<file path="config.mk">
export PLATFORM = sky130hd
export DESIGN_NAME = fpu_ss_offload_buffer
export DESIGN_NICKNAME = d
export VERILOG_FILES = /design/src/rtl/fpu_ss_offload_buffer.sv
export SDC_FILE = /design/constraint.sdc
export NUM_CORES = 1
export LEC_CHECK = 0
export ABC_CLOCK_PERIOD_IN_PS = 6100
export CAP_MARGIN = 20
export CORE_UTILIZATION = 58
export DETAILED_ROUTE_END_ITERATION = 16
export HOLD_SLACK_MARGIN = 0.12
export PLACE_DENSITY_LB_ADDON = 0.05
export SLEW_MARGIN = 20
export SYNTH_ARGS = -nofsm -noshare
export SYNTH_HDL_FRONTEND = slang
export SYNTH_SLANG_ARGS = --single-unit
</file>
<file path="constraint.sdc">
create_clock -name clk_i -period 6.1 [get_ports clk_i]
set_input_delay 1.525 -clock clk_i [delete_from_list [all_inputs] [get_ports clk_i]]
set_output_delay 1.525 -clock clk_i [all_outputs]
set_load 0.05 [all_outputs]
</file>
<file path="src/rtl/fpu_ss_offload_buffer.sv">
// FPU subsystem offload buffer: takes offloaded instructions from the core,
// sends a registered accept/writeback response, and queues accepted
// instructions with their rs1 operand for the FPU decoder.
module fpu_ss_offload_buffer #(
    parameter int DEPTH  = 4,
    parameter int DATA_W = 32
) (
    input  logic                       clk_i,
    input  logic                       rst_i,
    // Offload request from the core
    input  logic                       q_valid_i,
    output logic                       q_ready_o,
    input  logic [DATA_W-1:0]          q_instr_i,
    input  logic [DATA_W-1:0]          q_rs1_i,
    input  logic                       q_rs1_valid_i,
    // Predecoder result for q_instr_i
    input  logic                       prd_accept_i,
    input  logic                       prd_writeback_i,
    input  logic                       prd_is_mem_op_i,
    input  logic [2:0]                 prd_use_rs_i,
    // Response to the core
    output logic                       k_valid_o,
    output logic                       k_accept_o,
    output logic                       k_writeback_o,
    // Head entry towards the decoder
    output logic                       out_valid_o,
    input  logic                       out_ready_i,
    output logic [DATA_W-1:0]          out_instr_o,
    output logic [DATA_W-1:0]          out_rs1_o,
    output logic                       out_writeback_o,
    output logic                       out_is_mem_op_o,
    // Control and status
    input  logic                       flush_i,
    output logic [$clog2(DEPTH+1)-1:0] count_o,
    output logic                       full_o,
    output logic                       empty_o
);

    localparam int PTR_W = $clog2(DEPTH);
    localparam int CNT_W = $clog2(DEPTH + 1);
    localparam logic [CNT_W-1:0] CNT_FULL = CNT_W'(DEPTH);

    // Payload storage; validity is tracked only by the pointers and count
    logic [DATA_W-1:0] instr_mem [DEPTH];
    logic [DATA_W-1:0] rs1_mem   [DEPTH];
    logic [DEPTH-1:0]  wb_mem;
    logic [DEPTH-1:0]  memop_mem;

    logic [PTR_W-1:0] wr_ptr_q, wr_ptr_d;
    logic [PTR_W-1:0] rd_ptr_q, rd_ptr_d;
    logic [CNT_W-1:0] count_q, count_d;
    logic             k_valid_q, k_accept_q, k_writeback_q;

    logic             operands_ok;
    logic             taken;
    logic             push;
    logic             pop;

    // Only the rs1 use flag matters here; rs2/rs3 come from the FPU regfile
    logic             unused_use_rs;
    assign unused_use_rs = ^prd_use_rs_i[2:1];

    assign full_o  = (count_q == CNT_FULL);
    assign empty_o = (count_q == '0);
    assign count_o = count_q;

    // Readiness depends only on the registered occupancy, never on out_ready_i,
    // so a pop in the same cycle cannot open a slot for a push at full.
    assign operands_ok = !prd_use_rs_i[0] || q_rs1_valid_i;
    assign q_ready_o   = !rst_i && !flush_i &&
                         (!prd_accept_i || (!full_o && operands_ok));
    assign taken       = q_valid_i && q_ready_o;
    assign push        = taken && prd_accept_i;

    assign out_valid_o     = !empty_o && !rst_i;
    assign pop             = out_valid_o && out_ready_i;
    assign out_instr_o     = instr_mem[rd_ptr_q];
    assign out_rs1_o       = rs1_mem[rd_ptr_q];
    assign out_writeback_o = wb_mem[rd_ptr_q];
    assign out_is_mem_op_o = memop_mem[rd_ptr_q];

    assign k_valid_o     = k_valid_q;
    assign k_accept_o    = k_accept_q;
    assign k_writeback_o = k_writeback_q;

    // Next pointer/occupancy; flush discards everything regardless of push/pop
    always_comb begin
        wr_ptr_d = wr_ptr_q;
        rd_ptr_d = rd_ptr_q;
        count_d  = count_q;
        if (flush_i) begin
            wr_ptr_d = '0;
            rd_ptr_d = '0;
            count_d  = '0;
        end else begin
            if (push) wr_ptr_d = wr_ptr_q + PTR_W'(1);
            if (pop)  rd_ptr_d = rd_ptr_q + PTR_W'(1);
            count_d = count_q + CNT_W'(push) - CNT_W'(pop);
        end
    end

    // Control state and the one-cycle response to each taken request
    always_ff @(posedge clk_i) begin
        if (rst_i) begin
            wr_ptr_q      <= '0;
            rd_ptr_q      <= '0;
            count_q       <= '0;
            k_valid_q     <= 1'b0;
            k_accept_q    <= 1'b0;
            k_writeback_q <= 1'b0;
        end else begin
            wr_ptr_q      <= wr_ptr_d;
            rd_ptr_q      <= rd_ptr_d;
            count_q       <= count_d;
            k_valid_q     <= taken;
            k_accept_q    <= taken && prd_accept_i;
            k_writeback_q <= taken && prd_accept_i && prd_writeback_i;
        end
    end

    // Payload write at the tail; rs1 is zeroed when the instruction ignores it
    always_ff @(posedge clk_i) begin
        if (push) begin
            instr_mem[wr_ptr_q] <= q_instr_i;
            rs1_mem[wr_ptr_q]   <= prd_use_rs_i[0] ? q_rs1_i : '0;
            wb_mem[wr_ptr_q]    <= prd_writeback_i;
            memop_mem[wr_ptr_q] <= prd_is_mem_op_i;
        end
    end

endmodule
</file>
==> results of run 1 <==
## worst min-delay path, delay by kind of cell (launching register included)
kind	cells	cell delay, ns
compound gates	2	0.14
flops	1	0.34
## cells in the mapped netlist (all sizes together), types with 2 or more instances
cell type	instances	area share (%)
clkbuf	4	0.15
mux2i	2	0.19
o31ai	2	0.15
or3	2	0.13
dfxtp	12	2.3
ha	6	0.73
edfxtp	264	77
xnor2	2	0.17
a21oi	3	0.15
nand4	2	0.12
inv	7	0.25
nand2	2	0.073
o21ai	2	0.097
mux4	66	14
buf	13	0.77
nor2	3	0.11
and2	41	2.5
## metal layers
layer | share of wire [%] | vias up
li1 | - | 2163
met1 | 40 | 2444
met2 | 52 | 150
met3 | 6.5 | 23
met4 | 1.7 | 0
met5 | 0 | -
## layout make-up
cell class	instances	area (um2)	area share, %
Sequential cell	276	8180	63.1
Multi-Input combinational cell	143	2060	15.9
Timing Repair Buffer	152	1510	11.7
Clock buffer	32	714	5.51
Tap cell	225	282	2.17
Clock inverter	17	186	1.44
Inverter	7	26.3	0.203
## cell usage in the layout, fill, tap and decap left out, drive strengths merged, types with 2 or more instances in the layout
cell,synthesis,routed
o31ai,2,2
mux2i,2,2
buf,13,3
o21ai,2,2
mux4,66,66
edfxtp,264,264
clkbuf,4,32
nor2,3,3
ha,6,6
clkinv,0,11
nand4,2,2
xnor2,2,2
bufinv,0,4
or3,2,2
clkdlybuf4s50,0,149
and2,41,41
dfxtp,12,12
a21oi,3,3
inv,7,9
nand2,2,2
## through the flow
stage	instances	hold WS (ns)	util, %	area (um2)	setup slack (ns)
3_5_place_dp	803	0.516	69.4	12100	1.15
5_1_grt	852	0.548	74.6	13000	1.05
2_1_floorplan	443	0.476	-	10300	1.92
3_3_place_gp	803	0.493	69.4	12100	1.18
6_report	852	0.533	74.6	13000	1.17
4_1_cts	852	0.525	74.6	13000	1.15
## how the worst min path moves through the flow
stage	from	to	slack, ns	cells past startpoint
6_report	wr_ptr_q[0]	wr_ptr_q[0]	0.53	2
5_1_grt	wr_ptr_q[0]	wr_ptr_q[0]	0.55	2
4_1_cts	wr_ptr_q[0]	wr_ptr_q[0]	0.52	2
3_5_place_dp	wr_ptr_q[0]	wr_ptr_q[0]	0.52	2
3_3_place_gp	wr_ptr_q[0]	wr_ptr_q[0]	0.49	2
2_1_floorplan	wr_ptr_q[0]	wr_ptr_q[0]	0.48	2
## power by group
part           leakage [nW]  switching, W  internal (W)
sequential             2.49    0.00000280       0.00208
clock                 0.448      0.000661       0.00100
combinational          1.17     0.0000753     0.0000711
total                  4.11      0.000739       0.00316
## cell families after synthesis
family	share of synthesized area (%)
xor gates and xnor gates	0.170
muxes	14.6
adders and majority gates	0.920
buffers and inverters	1.17
and+or+nand+nor	3.75
AOI/OAI and AO/OA	0.387
DFF	79.0
## state kept, by name (all words and copies together) (netlist names), named ones only
register,cells
instr_mem,128
rs1_mem,128
memop_mem,4
wb_mem,4
count_o,3
rd_ptr_q,2
wr_ptr_q,2
k_accept_o,1
k_valid_o,1
k_writeback_o,1
==> metrics.md, run 1 <==
| Metric | Value |
|---|---|
| PortBufs | `149` |
| Setup Buffers After CTS | `0` |
| Ys flop type | `edfxtp_1` |
| Overall power | `0.00390 W` |
| Setup CP Type | `in2out` |
| Drt via density | `5.61` |
| Ant. Diodes | `0` |
| Max Freq | `203 MHz` |
| CTS Buf Count | `27` |
| Hold Buf Count CTS | `0` |
| R2R Setup Slk | `3.50 ns` |
| Worst skew pair latency | `0.52 ns` |
| Core Rows | `48` |
| Post-synthesis cell count | `443` |
| Die ar. | `18400 um2` |
| Gr busiest metal | `met2` |
| Num Clock Sinks | `276` |
| Reg2reg start | `count_o[1]` |
| CP Depth | `5` |
| Worst Path Required | `4.58 ns` |
| # DRC | `0` |
| Worst setup startpoint | `q_rs1_valid_i` |
| Reg2Reg Depth | `11` |
| Endpoint of the worst setup timing path | `q_ready_o` |
| Area Growth Syn to Fin | `25.3%` |
| Via Count | `4780` |
| Status | `finished clean` |
| MaxCap Viol Count | `0` |
| Slowest cell delay on critical path | `0.80 ns` |
| Final HPWL DP | `10.0 mm` |
| M3 GR Usage | `4.90%` |
| Routed wire per std cell | `21.0 um` |
| Met1 track demand over resource | `26.8%` |
| Number of synthesized flops with an enable pin | `264` |
| CP max-delay cell | `clkdlybuf4s50_1` |
| Peak supply drop | `0.000262 V` |
| Iter 0 DRT Violations | `272` |
| Final Hold Fails | `0` |
| Top delay family on crit path | `buffers and inverters` |
| Worst-Margin Slew | `1.05 ns` |
| Final setup viols | `0` |
| Core area | `17400 um2` |
| Die H | `135 um` |
| Nets | `690` |
| Clock skew | `0.0127 ns` |
| Ys async rst share | `0%` |
| Final ANT Viol Nets | `0` |
| Crit Reg-Reg Endpoint | `count_o[2]` |
| P_leak | `4.11 nW` |
| Root Driver | `clkbuf_16` |
| Distinct cell type count after synthesis | `30` |
| Maximum clock insertion buffer count | `3` |
| Drt pass-1 iters | `4` |
| Met2 GRT Util | `35.2%` |
| GRT Residual Overflow | `0` |
| Htree depth | `1` |
| Antenna violations before repair | `0` |
| Syn Nets | `526` |
| TritonCTS clock tree | `done` |
| Post-CTS sizing | `0` |
| Critical path capture point type | `primary output` |
| Clock period minus worst slack | `4.93 ns` |
| Most used cell, CP | `clkdlybuf4s50_1` |
| GPL Wtd Cong | `0.696` |
| Worst path buffer plus inverter count | `2` |
| Fill cell count | `965` |
| Share of cells above drive strength 1 | `19.5%` |
| Cell Area, Synth | `10300 um2` |
| Slew margin rel. | `29.7%` |
| Crit-path cells | `clkdlybuf4s50_1 > and2b_1 > o21ai_0 > and2_1 > clkdlybuf4s50_1` |
| Final slew viol count | `0` |
| Total track usage | `20.7%` |
| Largest net degree at the start of global routing | `67` |
| Vias in the first global route | `5269` |
| Critical path arrival | `3.40 ns` |
| Critical path peak fanout | `4` |
| Yosys reg bits | `276` |
| Clk slew on worst S/H paths | `0.06 ns` |
| Sequential-to-total area share from yosys stat | `79.0%` |
| First-pass GRT wire length | `28.1 mm` |
| I/O pin cnt | `152` |
| Post-Route Setup TNS | `0 ns` |
| Critical Path Source Type | `input port` |
| Power Density | `301 nW/um2` |
| Final wirelength | `17.9 mm` |
| Final period util | `80.8%` |
| Hold Path Class | `reg2reg` |
| RSZ-0062 raised after global routing | `false` |
| DIE WIDTH | `135 um` |
| Yosys warns | `0` |
| Starting Density | `59.6%` |
| Average size of a mapped cell | `23.3 um2` |
(Power assumes the default switching activity.)
==> run 2: changes to the inputs <==
--- a/config.mk
+++ b/config.mk
@@ -5,9 +5,9 @@
 export SDC_FILE = /design/constraint.sdc
 export NUM_CORES = 1
 export LEC_CHECK = 0
-export ABC_CLOCK_PERIOD_IN_PS = 6100
+export ABC_CLOCK_PERIOD_IN_PS = 4600
 export CAP_MARGIN = 20
-export CORE_UTILIZATION = 58
+export CORE_UTILIZATION = 54
 export DETAILED_ROUTE_END_ITERATION = 16
 export HOLD_SLACK_MARGIN = 0.12
 export PLACE_DENSITY_LB_ADDON = 0.05
==> constraint.sdc (replaced) <==
create_clock -name clk_i -period 4.6 [get_ports clk_i]
set_input_delay 1.15 -clock clk_i [delete_from_list [all_inputs] [get_ports clk_i]]
set_output_delay 1.15 -clock clk_i [all_outputs]
set_load 0.05 [all_outputs]
==> run 2 against run 1 <==
Combinational power increased by 35%; die area increased by 7.3%; hold slack got worse by 0.0093 ns; flip-flop and latch count unchanged; cell area increased by 0.74%; global-route usage decreased by 0.85 points; count of clock-buffer cells in the layout increased by 4; clock power increased by 25%; worst setup slack got worse by 0.47 ns; critical endpoint is now out_rs1_o[8].
==> metrics.md, run 2 (same netlist as run 1, synthesis figures left out) <==
| Metric | Value |
|---|---|
| Critical path arrival | `2.75 ns (was 3.40 ns)` |
| Final ANT Viol Nets | `0 (unchanged)` |
| Hold Path Cell Cnt | `2 (unchanged)` |
| Nets | `701 (was 690)` |
| Dpl cell area | `12200 um2 (was 12100 um2)` |
| Status | `finished clean (unchanged)` |
| Hold Buf Count CTS | `0 (unchanged)` |
| Power Density | `386 nW/um2 (was 301 nW/um2)` |
| Switching Share | `19.4% (was 19.0%)` |
| Final wirelength | `18.6 mm (was 17.9 mm)` |
| CTS Buf Count | `29 (was 27)` |
| Final Hold Fails | `0 (unchanged)` |
| Hold path start | `wr_ptr_q[1] (was wr_ptr_q[0])` |
| TritonCTS clock tree | `done (unchanged)` |
| Post-route cell area | `13100 um2 (was 13000 um2)` |
| Final HPWL DP | `11.0 mm (was 10.0 mm)` |
| Final setup viols | `0 (unchanged)` |
| Hold Path End | `wr_ptr_q[1] (was wr_ptr_q[0])` |
| Worst Path Required | `3.45 ns (was 4.58 ns)` |
| RSZ-0062 raised after global routing | `false (unchanged)` |
| Die H | `140 um (was 135 um)` |
| Most common cell after layout, fill and taps aside | `edfxtp_1 (unchanged)` |
| Num Clock Sinks | `276 (unchanged)` |
| Crit Reg-Reg Endpoint | `count_o[2] (unchanged)` |
| Clock skew | `0.00719 ns (was 0.0127 ns)` |
| PortBufs | `149 (unchanged)` |
| Drt pass-1 iters | `4 (unchanged)` |
| Critical Path Source Type | `flop (was input port)` |
| Clk slew on worst S/H paths | `0.06 ns (about the same)` |
| GRT Residual Overflow | `0 (unchanged)` |
| Starting Density | `55.3% (was 59.6%)` |
| Core area | `18700 um2 (was 17400 um2)` |
| Sequential share of power | `54.9% (was 53.5%)` |
| Via Count | `4878 (was 4780)` |
| Largest net degree at the start of global routing | `46 (was 67)` |
| Cell count after placement | `821 (was 803)` |
| Htree depth | `1 (unchanged)` |
| P_leak | `4.14 nW (was 4.11 nW)` |
| Setup CP Type | `reg2out (was in2out)` |
| Reg2reg start | `count_o[1] (unchanged)` |
| Non-filler cells, final | `871 (was 852)` |
| Reg2Reg Depth | `11 (unchanged)` |
| Internal | `0.00406 W (was 0.00316 W)` |
| Worst-Margin Slew | `0.714 ns (was 1.05 ns)` |
| Final slew viol count | `0 (unchanged)` |
| GPL Wtd Cong | `0.757 (was 0.696)` |
| Slew margin rel. | `52.4% (was 29.7%)` |
| Fill cell count | `1179 (was 965)` |
| Setup Buffers After CTS | `0 (unchanged)` |
| Post-Route Setup TNS | `0 ns (unchanged)` |
| Final period util | `84.7%` |
| DIE WIDTH | `140 um (was 135 um)` |
| # DRC | `0 (unchanged)` |
| Share of cells above drive strength 1 | `20.3% (was 19.5%)` |
| Ant. Diodes | `0 (unchanged)` |
| Critical path capture point type | `primary output (unchanged)` |
| Iter 0 DRT Violations | `248 (was 272)` |
| Clock period minus worst slack | `3.90 ns` |
| Most frequent cells in the layout | `264 x edfxtp_1, 148 x clkdlybuf4s50_1, 66 x mux4_2, 37 x and2_1, 29 x clkbuf_16 (was 264 x edfxtp_1, 149 x clkdlybuf4s50_1, 66 x mux4_2, 37 x and2_1, 27 x clkbuf_16)` |
| First-pass GRT wire length | `29.0 mm (was 28.1 mm)` |
| Sw Pwr | `0.000975 W (was 0.000739 W)` |
| Hold slack | `0.524 ns (was 0.533 ns)` |
| Vias in the first global route | `5336 (was 5269)` |
| Core Rows | `50 (was 48)` |
| Area Growth Syn to Fin | `26.3% (was 25.3%)` |
| Total track usage | `19.8% (was 20.7%)` |
| Root Driver | `clkbuf_16 (unchanged)` |
| Die ar. | `19700 um2 (was 18400 um2)` |
| Max Freq | `257 MHz` |
| Maximum clock insertion buffer count | `3 (unchanged)` |
| Hold Path Class | `reg2reg (unchanged)` |
| Critical path peak fanout | `31 (was 4)` |
| Post-CTS sizing | `0 (unchanged)` |
| Clock power frac | `41.2% (was 42.7%)` |
| R2R Setup Slk | `1.96 ns (was 3.50 ns)` |
| Worst skew pair latency | `0.52 ns (about the same)` |
| Reg area | `8180 um2 (unchanged)` |
| I/O pin cnt | `152 (unchanged)` |
| Antenna violations before repair | `0 (unchanged)` |
| MaxCap Viol Count | `0 (unchanged)` |
| Multi-input logic area | `2060 um2 (unchanged)` |
| Drt via density | `5.60 (was 5.61)` |
| Routed wire per std cell | `21.3 um (was 21.0 um)` |
| Peak supply drop | `0.000309 V (was 0.000262 V)` |
| Biggest regs | `instr_mem: 128 flops, rs1_mem: 128 flops (unchanged)` |
| Combinational power share | `3.9% (was 3.8%)` |
-- run 2: cell count changes in the layout (fill, tap and decap cells not counted) --
| cell | change |
|---|---|
| clkbuf_16 | +2 |
| inv_6 | -2 |
| clkdlybuf4s50_1 | -1 |
| buf_12 | +6 |
| buf_4 | +4 |
| clkbuf_1 | +4 |
| bufinv_16 | -3 |
| clkbuf_8 | -2 |
| clkinvlp_4 | +2 |
-- run 2: how the worst max path moves through the flow --
stage | from | endpoint | depth (start not counted)
floorplan | rst_i | instr_mem[0][0] | 3
global placement | rst_i | count_o[2] | 11
detailed placement | rst_i | count_o[2] | 11
CTS | flop | out_rs1_o[1] | 3
global route | flop | out_rs1_o[9] | 3
finish | flop | out_rs1_o[8] | 3
-- run 2: routing by layer --
layer	global-route usage (%)	up-vias	share of wire, %
li1	-	2178	-
met1	26.4	2536	42
met2	33.1	138	50
met3	4.38	26	6.1
met4	5.61	0	1.9
met5	0	-	0
-- run 2: metrics by stage --
| step | setup slack (ns) | utilization, % | power (W) |
|---|---|---|---|
| final | 0.702 | 69.8 | 0.00504 |
| after global routing | 0.533 | 69.8 | 0.00520 |
| after CTS | 0.618 | 69.8 | 0.00509 |
| after detailed placement | 0.617 | 65.3 | 0.00302 |
| after global placement | 0.721 | 65.3 | 0.00301 |
| after floorplan | 0.794 | - | 0.00290 |
-- run 2: power groups by stage --
stage	Clock, W	Combinational (W)	Sequential [W]
6_report	0.00207	0.000197	0.00277
5_1_grt	0.00222	0.000211	0.00277
4_1_cts	0.00212	0.000200	0.00277
3_5_place_dp	0	0.000199	0.00282
3_3_place_gp	0	0.000192	0.00282
2_1_floorplan	0	0.0000806	0.00282
-- run 2: worst max-delay path: stages (launching register included) --
cell and delay (ns):
dfxtp_4 0.60, buf_12 0.33, mux4_2 0.55, clkdlybuf4s50_1 0.72
-- run 2: cell type report --
| class | count | share of cell area, % |
|---|---|---|
| Sequential cell | 276 | 62.6 |
| Inverter | 7 | 0.201 |
| Timing Repair Buffer | 161 | 12.7 |
| Clock inverter | 14 | 0.719 |
| Clock buffer | 36 | 5.76 |
| Multi-Input combinational cell | 143 | 15.8 |
| Tap cell | 234 | 2.24 |
==> run 3: changes to the inputs <==
--- a/config.mk
+++ b/config.mk
@@ -5,9 +5,9 @@
 export SDC_FILE = /design/constraint.sdc
 export NUM_CORES = 1
 export LEC_CHECK = 0
-export ABC_CLOCK_PERIOD_IN_PS = 4600
+export ABC_CLOCK_PERIOD_IN_PS = 3550
 export CAP_MARGIN = 20
-export CORE_UTILIZATION = 54
+export CORE_UTILIZATION = 49
 export DETAILED_ROUTE_END_ITERATION = 16
 export HOLD_SLACK_MARGIN = 0.12
 export PLACE_DENSITY_LB_ADDON = 0.05
==> constraint.sdc (replaced) <==
create_clock -name clk_i -period 3.55 [get_ports clk_i]
set_input_delay 0.8875 -clock clk_i [delete_from_list [all_inputs] [get_ports clk_i]]
set_output_delay 0.8875 -clock clk_i [all_outputs]
set_load 0.05 [all_outputs]
==> run 3 against run 2 <==
Global-route usage is 1.8 points lower; non-clock buffer count is 1 higher; die area is 10% higher; wire length is 0.25% higher; count of clock-buffer cells in the layout is 4 higher; utilization is 5.3 points lower; sequential share of layout area is 0.54 points lower; sequential power is 29% higher; cell area is 0.86% higher; worst setup slack worse by 0.46 ns; largest cell class unchanged.
==> metrics.md, run 3 (same netlist as run 1, synthesis figures left out) <==
| Metric | Value |
|---|---|
| Starting Density | `50.6% (was 55.3%)` |
| Switching Share | `19.1% (was 19.4%)` |
| Routed wire per std cell | `20.5 um (was 21.3 um)` |
| Clock period minus worst slack | `3.30 ns` |
| Post-route cell area | `13200 um2 (was 13100 um2)` |
| Biggest regs | `instr_mem: 128 flops, rs1_mem: 128 flops (unchanged)` |
| PortBufs | `149 (unchanged)` |
| Htree depth | `1 (unchanged)` |
| Worst skew pair latency | `0.53 ns (was 0.52 ns)` |
| Total track usage | `18.0% (was 19.8%)` |
| Critical Path Source Type | `flop (unchanged)` |
| Final wirelength | `18.6 mm (about the same)` |
| Sequential share of power | `53.5% (was 54.9%)` |
| Status | `finished clean (unchanged)` |
| Critical path peak fanout | `27 (was 31)` |
| MaxCap Viol Count | `0 (unchanged)` |
| Via Count | `4895 (was 4878)` |
| Sw Pwr | `0.00128 W (was 0.000975 W)` |
| Final setup viols | `0 (unchanged)` |
| Overall power | `0.00670 W (was 0.00504 W)` |
| Dpl cell area | `12300 um2 (was 12200 um2)` |
| Share of cells above drive strength 1 | `21.4% (was 20.3%)` |
| Ant. Diodes | `0 (unchanged)` |
| Clk slew on worst S/H paths | `0.06 ns (about the same)` |
| Drt pass-1 iters | `6 (was 4)` |
| Antenna violations before repair | `0 (unchanged)` |
| Most frequent cells in the layout | `264 x edfxtp_1, 95 x clkdlybuf4s50_1, 66 x mux4_2, 50 x dlygate4sd2_1, 37 x and2_1 (was 264 x edfxtp_1, 148 x clkdlybuf4s50_1, 66 x mux4_2, 37 x and2_1, 29 x clkbuf_16)` |
| GPL Wtd Cong | `0.722 (was 0.757)` |
| Final Hold Fails | `0 (unchanged)` |
| Hold Path Class | `reg2reg (unchanged)` |
| Drt via density | `5.38 (was 5.60)` |
| Worst-Margin Slew | `0.581 ns (was 0.714 ns)` |
| Root Driver | `clkbuf_16 (unchanged)` |
| RSZ-0062 raised after global routing | `false (unchanged)` |
| Max Freq | `303 MHz` |
| Clock power frac | `42.8% (was 41.2%)` |
| CP Depth | `3 (unchanged)` |
| Worst Path Required | `2.66 ns (was 3.45 ns)` |
| TritonCTS clock tree | `done (unchanged)` |
| DIE WIDTH | `147 um (was 140 um)` |
| Critical path arrival | `2.42 ns (was 2.75 ns)` |
| Nets | `701 (unchanged)` |
| Reg2Reg Depth | `11 (unchanged)` |
| Post-Route Setup TNS | `0 ns (unchanged)` |
| Fill cell count | `1466 (was 1179)` |
| Largest net degree at the start of global routing | `65 (was 46)` |
| Peak supply drop | `0.000343 V (was 0.000309 V)` |
| Slew margin rel. | `61.4% (was 52.4%)` |
| Combinational power share | `3.7% (was 3.9%)` |
| Maximum clock insertion buffer count | `3 (unchanged)` |
| Internal | `0.00542 W (was 0.00406 W)` |
| Area Growth Syn to Fin | `27.4% (was 26.3%)` |
| Final slew viol count | `0 (unchanged)` |
| Final period util | `93.0%` |
| Core Rows | `52 (was 50)` |
| Clock skew | `0.0115 ns (was 0.00719 ns)` |
| Hold Buf Count CTS | `0 (unchanged)` |
| Post-CTS sizing | `50 (was 0)` |
| Final ANT Viol Nets | `0 (unchanged)` |
| Core area | `20400 um2 (was 18700 um2)` |
| Cell count after placement | `858 (was 821)` |
| Num Clock Sinks | `276 (unchanged)` |
| Iter 0 DRT Violations | `247 (was 248)` |
| Worst path buffer plus inverter count | `2 (unchanged)` |
| P_leak | `4.27 nW (was 4.14 nW)` |
| First-pass GRT wire length | `29.3 mm (was 29.0 mm)` |
| Slowest cell delay on critical path | `0.56 ns (was 0.72 ns)` |
| Hold Path Cell Cnt | `2 (unchanged)` |
| Critical path capture point type | `primary output (unchanged)` |
| Setup Buffers After CTS | `0 (unchanged)` |
| Final HPWL DP | `10.8 mm (was 11.0 mm)` |
| Non-filler cells, final | `910 (was 871)` |
| Crit-path cells | `buf_12 > mux4_2 > dlygate4sd2_1 (was buf_12 > mux4_2 > clkdlybuf4s50_1)` |
| CTS Buf Count | `28 (was 29)` |
| # DRC | `0 (unchanged)` |
| CP max-delay cell | `dfxtp_4 (was clkdlybuf4s50_1)` |
| Top delay family on crit path | `buffers and inverters (unchanged)` |
| Most common cell after layout, fill and taps aside | `edfxtp_1 (unchanged)` |
| Die ar. | `21700 um2 (was 19700 um2)` |
| Power Density | `509 nW/um2 (was 386 nW/um2)` |
| Die H | `147 um (was 140 um)` |
| I/O pin cnt | `152 (unchanged)` |
| Vias in the first global route | `5340 (was 5336)` |
| Setup CP Type | `reg2out (unchanged)` |
| GRT Residual Overflow | `0 (unchanged)` |
==> run 3: cell types whose count changed in the layout (fill, tap and decap cells not counted) <==
cell	previous run	this run
clkdlybuf4s50_1	148	95
dlygate4sd2_1	0	50
buf_12	6	11
clkbuf_8	0	4
clkinv_1	5	3
clkinvlp_4	2	0
buf_4	7	6
bufinv_16	1	2
clkinv_2	6	7
==> run 3: layer usage <==
metal	vias up	share of wire (%)	GRT usage [%]
met5	-	0	0
met1	2525	42	23.4
met4	0	2.1	5.10
met2	159	51	31.0
met3	25	5.8	3.63
li1	2186	-	-
==> run 3: layout make-up <==
cell class	count	area (um2)	area share [%]
flip-flops and latches	276	8180	62.1
multi-input cells	143	2060	15.6
repair buffers	162	1650	12.6
clock buffers	40	807	6.13
well taps	270	338	2.57
clock inverters	12	106	0.808
inverters	7	26.3	0.200
==> run 3: worst paths after layout <==
path | startpoint | to | slack, ns
worst min-delay path | wr_ptr_q[0] | wr_ptr_q[0] | 0.51
worst max register to register | count_o[1] | count_o[2] | 1.06
worst max-delay path | flop | out_instr_o[5] | 0.25
worst min register to register | wr_ptr_q[0] | wr_ptr_q[0] | 0.51
==> run 3: worst reg2reg max path, cell delays in order (launching register included) <==
cell and delay (ns):
dfxtp_1 0.45, or3b_4 0.20, inv_2 0.06, nor4_4 0.28, inv_1 0.09, ha_1 0.28
inv_1 0.04, ha_1 0.18, fa_1 0.37, xnor2_1 0.21, xnor2_1 0.16, nor2_1 0.07
==> run 3: power groups by stage <==
stage               logic [W]  clock network, W  registers, W
floorplan            0.000104                 0       0.00366
global placement     0.000250                 0       0.00365
finish               0.000249           0.00286       0.00358
detailed placement   0.000257                 0       0.00365
CTS                  0.000252           0.00294       0.00358
global route         0.000266           0.00305       0.00358
==> run 3: per-stage QoR <==
step / util (%) / hold WS [ns] / setup slack [ns]
5_1_grt: 64.4 / 0.551 / 0.108
3_5_place_dp: 60.3 / 0.510 / 0.0944
2_1_floorplan: - / 0.476 / 0.00689
3_3_place_gp: 60.3 / 0.500 / 0.170
6_report: 64.4 / 0.514 / 0.247
4_1_cts: 64.4 / 0.517 / 0.175
